==> config.mk <==
export PLATFORM = sky130hd
export DESIGN_NAME = turn_timer_flat
export DESIGN_NICKNAME = d
export VERILOG_FILES = /design/src/rtl/memgame_pkg.sv /design/src/rtl/turn_timer_if.sv /design/src/rtl/bin2bcd5.sv /design/src/rtl/turn_timer.sv /design/src/flat_wrapper.sv
export SDC_FILE = /design/constraint.sdc
export NUM_CORES = 1
export LEC_CHECK = 0
export CAP_MARGIN = 30
export CORE_MARGIN = 1.5
export CORE_UTILIZATION = 60
export DETAILED_ROUTE_END_ITERATION = 8
export PLACE_DENSITY = 0.86
export SYNTH_ARGS = -nofsm -noshare
export SYNTH_HDL_FRONTEND = slang
export SYNTH_SLANG_ARGS = --single-unit
==> constraint.sdc <==
create_clock -name clk -period 5.4 [get_ports clk]
set_clock_uncertainty 0.1 [all_clocks]
set_input_delay 0.81 -clock clk [delete_from_list [all_inputs] [get_ports clk]]
set_output_delay 0.81 -clock clk [all_outputs]
set_load 0.05 [all_outputs]
==> src/rtl/memgame_pkg.sv <==
// Shared memory-game types: turn timer state encoding and turn-length limit.
package memgame_pkg;

  // Largest turn length representable in the 5-bit seconds counter.
  localparam int unsigned MAX_TURN_SECONDS = 31;

  typedef enum logic [1:0] {
    IDLE    = 2'd0,
    RUN     = 2'd1,
    EXPIRED = 2'd2
  } timer_state_t;

endpackage

==> src/rtl/turn_timer_if.sv <==
// Turn timer control/status bundle. The master drives turn_start/pause and
// observes the countdown; the slave (turn_timer) does the reverse.
interface turn_timer_if;
  logic       turn_start;
  logic       pause;
  logic       timeUp;
  logic [4:0] seconds_left;
  logic [3:0] bcd_tens;
  logic [3:0] bcd_ones;
  logic       running;

  modport master (
    output turn_start,
    output pause,
    input  timeUp,
    input  seconds_left,
    input  bcd_tens,
    input  bcd_ones,
    input  running
  );

  modport slave (
    input  turn_start,
    input  pause,
    output timeUp,
    output seconds_left,
    output bcd_tens,
    output bcd_ones,
    output running
  );
endinterface

==> src/rtl/bin2bcd5.sv <==
// 5-bit binary (0..31) to two BCD digits, purely combinational.
module bin2bcd5 (
  input  logic [4:0] bin_i,
  output logic [3:0] tens_o,
  output logic [3:0] ones_o
);

  // Range compare instead of divide: only four possible tens values.
  always_comb begin
    tens_o = '0;
    ones_o = bin_i[3:0];
    if (bin_i >= 5'd30) begin
      tens_o = 4'd3;
      ones_o = 4'(bin_i - 5'd30);
    end else if (bin_i >= 5'd20) begin
      tens_o = 4'd2;
      ones_o = 4'(bin_i - 5'd20);
    end else if (bin_i >= 5'd10) begin
      tens_o = 4'd1;
      ones_o = 4'(bin_i - 5'd10);
    end
  end

endmodule

==> src/rtl/turn_timer.sv <==
// Per-turn countdown for the memory game. Counts whole seconds from a
// turn_start pulse and emits a one-cycle timeUp pulse on expiry.
// Optional feature: define TURN_TIMER_AUTORESTART_EN to reload the countdown
// automatically one cycle after each timeUp pulse instead of stopping.
module turn_timer
  import memgame_pkg::*;
#(
  parameter int unsigned CLK_HZ       = 50_000_000,
  parameter int unsigned TURN_SECONDS = 15
) (
  input logic         clk,
  input logic         rst,
  turn_timer_if.slave bus
);

  localparam int unsigned PW = (CLK_HZ > 1) ? $clog2(CLK_HZ) : 1;
  localparam logic [PW-1:0] PRESC_TC = PW'(CLK_HZ - 1);
  // Out-of-range turn lengths saturate to what the 5-bit counter can hold.
  localparam logic [4:0] RELOAD_SECS =
    (TURN_SECONDS > MAX_TURN_SECONDS) ? 5'(MAX_TURN_SECONDS) : 5'(TURN_SECONDS);

  timer_state_t  state_q, state_d;
  logic [PW-1:0] presc_q, presc_d;
  logic [4:0]    secs_q,  secs_d;
  logic          timeup_q, timeup_d;
  logic [3:0]    bcd_tens, bcd_ones;

  // State, prescaler, seconds and timeUp registers.
  always_ff @(posedge clk) begin
    if (rst) begin
      state_q  <= IDLE;
      presc_q  <= '0;
      secs_q   <= '0;
      timeup_q <= 1'b0;
    end else begin
      state_q  <= state_d;
      presc_q  <= presc_d;
      secs_q   <= secs_d;
      timeup_q <= timeup_d;
    end
  end

  // Next-state logic; priority turn_start > (auto-reload) > pause > count.
  always_comb begin
    state_d  = state_q;
    presc_d  = presc_q;
    secs_d   = secs_q;
    timeup_d = 1'b0;

    if (bus.turn_start) begin
      state_d = RUN;
      presc_d = '0;
      secs_d  = RELOAD_SECS;
`ifdef TURN_TIMER_AUTORESTART_EN
    end else if (timeup_q) begin
      // The cycle after the pulse reloads, staying in RUN throughout.
      state_d = RUN;
      presc_d = '0;
      secs_d  = RELOAD_SECS;
`endif
    end else if (state_q == RUN && !bus.pause) begin
      if (presc_q == PRESC_TC) begin
        presc_d = '0;
        if (secs_q != '0) begin
          secs_d = secs_q - 5'd1;
          if (secs_q == 5'd1) begin
            timeup_d = 1'b1;
`ifdef TURN_TIMER_AUTORESTART_EN
            state_d  = RUN;
`else
            state_d  = EXPIRED;
`endif
          end
        end
      end else begin
        presc_d = presc_q + PW'(1);
      end
    end
  end

  bin2bcd5 u_bcd (
    .bin_i  (secs_q),
    .tens_o (bcd_tens),
    .ones_o (bcd_ones)
  );

  assign bus.timeUp       = timeup_q;
  assign bus.seconds_left = secs_q;
  assign bus.bcd_tens     = bcd_tens;
  assign bus.bcd_ones     = bcd_ones;
  assign bus.running      = (state_q == RUN);

endmodule

==> src/flat_wrapper.sv <==
// flat-port wrapper written by rule: the top's interface ports become plain ports
module turn_timer_flat import memgame_pkg::*;
#(
  parameter int unsigned CLK_HZ       = 50_000_000,
  parameter int unsigned TURN_SECONDS = 15
)
  (clk, rst, bus_turn_start, bus_pause, bus_timeUp, bus_seconds_left, bus_bcd_tens, bus_bcd_ones, bus_running);
  turn_timer_if bus_i ();
  input logic clk;
  input logic rst;
  input wire logic [$bits(bus_i.turn_start)-1:0] bus_turn_start;
  input wire logic [$bits(bus_i.pause)-1:0] bus_pause;
  output wire logic [$bits(bus_i.timeUp)-1:0] bus_timeUp;
  output wire logic [$bits(bus_i.seconds_left)-1:0] bus_seconds_left;
  output wire logic [$bits(bus_i.bcd_tens)-1:0] bus_bcd_tens;
  output wire logic [$bits(bus_i.bcd_ones)-1:0] bus_bcd_ones;
  output wire logic [$bits(bus_i.running)-1:0] bus_running;
  assign bus_i.turn_start = bus_turn_start;
  assign bus_i.pause = bus_pause;
  assign bus_timeUp = bus_i.timeUp;
  assign bus_seconds_left = bus_i.seconds_left;
  assign bus_bcd_tens = bus_i.bcd_tens;
  assign bus_bcd_ones = bus_i.bcd_ones;
  assign bus_running = bus_i.running;
  turn_timer #(.CLK_HZ(CLK_HZ), .TURN_SECONDS(TURN_SECONDS)) u_core (.clk(clk), .rst(rst), .bus(bus_i));
endmodule
==> summary.txt <==
Route
  • Vias per cell: 6.16
  • Remaining antenna violation count after routing: 0
  • DRC Markers: 0
  • Via count: about 1800
  • Drt pass-1 iters: 4
  • WL final: 4.50 mm
  • Routed len/inst: 15.0 µm
  • Iteration-0 DRC Markers: 228

Timing
  • Fin. Hold Viols: 0
  • Final Critical Period: 3.85 ns
  • Min Hold Slack: roughly 0.40 ns
  • Worst-case setup margin in the final layout: 1.55 ns
  • RSZ-0062 raised after global routing: false
  • Max_slew headroom: 30.0%
  • Endpoints failing setup: 0
  • Max-slew violation count: 0
  • F_max: 260 MHz
  • Worst-margin pin slew: 1.05 ns
  • Final setup TNS: 0 ns
  • Period utilisation layout: slightly above 70%

Worst setup path
  • CP required: 4.49 ns
  • Worst r2r src: u_core.presc_q[0]
  • Critical Path End: bus_bcd_ones[3]
  • Critical path endpoint category: primary output
  • WP data arrival: 2.94 ns
  • Worst R2R End: u_core.bus.seconds_left[4]
  • Top fanout value on the critical path: 7
  • R2r setup slk: 2.69 ns
  • Startpoint class of the critical path: flop
  • Worst R2R Path Depth: 6
  • CP Launch Point: u_core.bus.seconds_left[1]
  • CP Class: flop to primary output

Synthesis
  • Cell area after synthesis: around 0.002 mm²
  • Post-Syn Area per Cell: 8.51 µm²
  • Synth async-reset ratio: 0%
  • Post-synth top cells: dfxtp_1, a211oi_1, nor3_1, nand2_1, nor2_1
  • Mux cell area share after synthesis: 1.03%
  • Leading area contributor after synthesis: dfxtp_1
  • Share of the synthesized area in the top cell type: 33.0%
  • XOR/XNOR Fraction of Synth Area: under 10%
  • Most numerous cell in the Yosys netlist: dfxtp_1
  • Main flop type after synthesis: dfxtp_1
  • Synth Warn #: 0
  • Mapped Cells: 242
  • Post-synthesis compound-gate area fraction: 17.0%
  • Post-synthesis sequential area ratio: 33.0%
  • Largest family of logic cells by synthesized area: simple AND/OR/NAND/NOR gates
  • Post-Synth Simple-Gate Area: 32.0%
  • Synth top area cells: dfxtp_1, a211oi_1, ha_1, nor3_1, nand4_1
  • Post-synth EDFFs: 0
  • Yosys cell types: 50
  • Adder-cell share of the synthesized area: 6.08%
  • Flip-flop and latch count after synthesis: 34

Die
  • Die height: approximately 62 µm
  • # rows: 21
  • Die Wd: 61.6 µm
  • Initial Util: 62.2%
  • Core footprint: around 0.0033 mm²
  • I/O Pins: 19
  • Die area: between 0.003 and 0.004 mm²

Layout
  • Core Util, Final: 68.8%
  • Area Overhead vs Synth: 10.6%
  • Final nets: 267
  • ANT cells: 0
  • Layout cells sized above 1: 4.33%
  • Post-route insts no fill: 300

Placed design
  • Pre-CTS setup slack: between 1.5 and 2 ns
  • Port Buf Inserts: 16
  • Inst Count DP: 292
  • Routability cong.: 0.847
  • HPWL after DPL: 3.10 mm

Clocking
  • Clk Tree Root Cell: clkbuf_4
  • Clock sink count: 34
  • CTS H-Tree Depth: 2
  • Clk Latency, worst-skew pair: 0.34 ns
  • Buffer count from post-CTS setup fixing: 0
  • Clk pin slew, worst setup/hold paths: 0.10 ns
  • TritonCTS clock tree: yes
  • Post-CTS sizing: 0
  • Hold buffers post-CTS: 0
  • Total CTS buffers: 5
  • Clock buffer depth: 2

Power
  • Max VDD drop: around 170 µV
  • PwrDens: ~220 mW/mm²
  • P_leak: 0.702 nW

Global route
  • Antenna violations before repair: 0
  • First-pass GRT wire length: 7.13 mm
  • Tot GR Track Use: 25.5%
  • GR Overflow Total: 0
  • Vias in the first global route: 1512
  • Largest net degree at the start of global routing: 30

Run
  • Max-cap violation count: 0

Run status
  • Status: complete, no violations

Hold path
  • Hold WC Path Type: flop to flop
## registers in the layout, summed over array words and instances (netlist names)
signal / flops
u_core.state_q: 2
u_core.presc_q: 26
u_core.bus.timeUp: 1
u_core.bus.seconds_left: 5
## layout make-up
cell class	count	area, µm²
Multi-Input combinational cell	186	1280
Fill cell	290	1030
Sequential cell	34	681
Timing Repair Buffer	17	168
Tap cell	46	57.6
Clock buffer	7	55.1
Inverter	9	33.8
Clock inverter	1	5.00
## cell usage in the layout (no fill, tap or decap), types with 3 or more instances in the layout
| cell type | synthesis | final |
|---|---|---|
| dfxtp_1 | 34 | 34 |
| a211oi_1 | 18 | 18 |
| clkdlybuf4s50_1 | 0 | 16 |
| nor3_1 | 15 | 15 |
| nand2_1 | 14 | 14 |
| nor2_1 | 12 | 12 |
| nand4_1 | 11 | 11 |
| nand3_1 | 10 | 10 |
| or3_1 | 10 | 10 |
| ha_1 | 10 | 10 |
| inv_1 | 8 | 8 |
| or4_1 | 8 | 8 |
| o21ai_1 | 8 | 8 |
| xnor2_1 | 7 | 7 |
| xor2_1 | 6 | 6 |
| o31ai_1 | 6 | 6 |
| nor4_1 | 5 | 5 |
| clkbuf_4 | 0 | 5 |
| o21a_1 | 4 | 4 |
| a21oi_1 | 3 | 3 |
| nor3b_1 | 3 | 3 |
| and4_1 | 3 | 3 |
## worst max-delay path, cell delays in order (launching register included)
cell and delay, ns:
dfxtp_1 0.48, inv_1 0.15, ha_1 0.24, a211oi_1 0.31
nor2_1 0.17, a211oi_1 0.35, clkdlybuf4s50_1 0.90
## cells by family after synthesis
family,Yosys count
AO/OA/AOI/OAI,49
flip-flops,34
adder cells (fa/ha/maj),10
other,1
multiplexers,2
buffers and inverters,23
XOR/XNOR,13
AND/OR/NAND/NOR,110
## stage by stage
stage | cell area [µm²] | power, W
finish | 2280 | 0.000511
global route | 2280 | 0.000534
CTS | 2280 | 0.000511
detailed placement | 2220 | 0.000369
global placement | 2220 | 0.000367
floorplan | 2060 | 0.000342
## per-layer routing
layer	share of wire, %	vias to the layer above	track usage [%]
met4	2.2	0	10.3
li1	-	945	-
met1	48	837	36.7
met2	44	57	35.8
met3	5.9	10	7.14
met5	0	-	0
## report_power, final
group | switching (W) | internal (W) | leakage (nW)
Sequential | 0.00000737 | 0.000255 | 0.275
Clock | 0.0000839 | 0.0000630 | 0.0353
Combinational | 0.0000665 | 0.0000353 | 0.392
## how the worst min path moves through the flow
stage,endpoint,cells past startpoint,start,slack [ns]
after global placement,u_core.presc_q[23],2,u_core.presc_q[23],0.37
after global routing,u_core.presc_q[22],2,u_core.presc_q[22],0.43
after CTS,u_core.presc_q[23],2,u_core.presc_q[23],0.40
after floorplan,u_core.presc_q[23],2,u_core.presc_q[23],0.36
final,u_core.presc_q[23],2,u_core.presc_q[23],0.40
after detailed placement,u_core.presc_q[23],2,u_core.presc_q[23],0.39
Note: power is estimated with default switching activity, not from simulation.
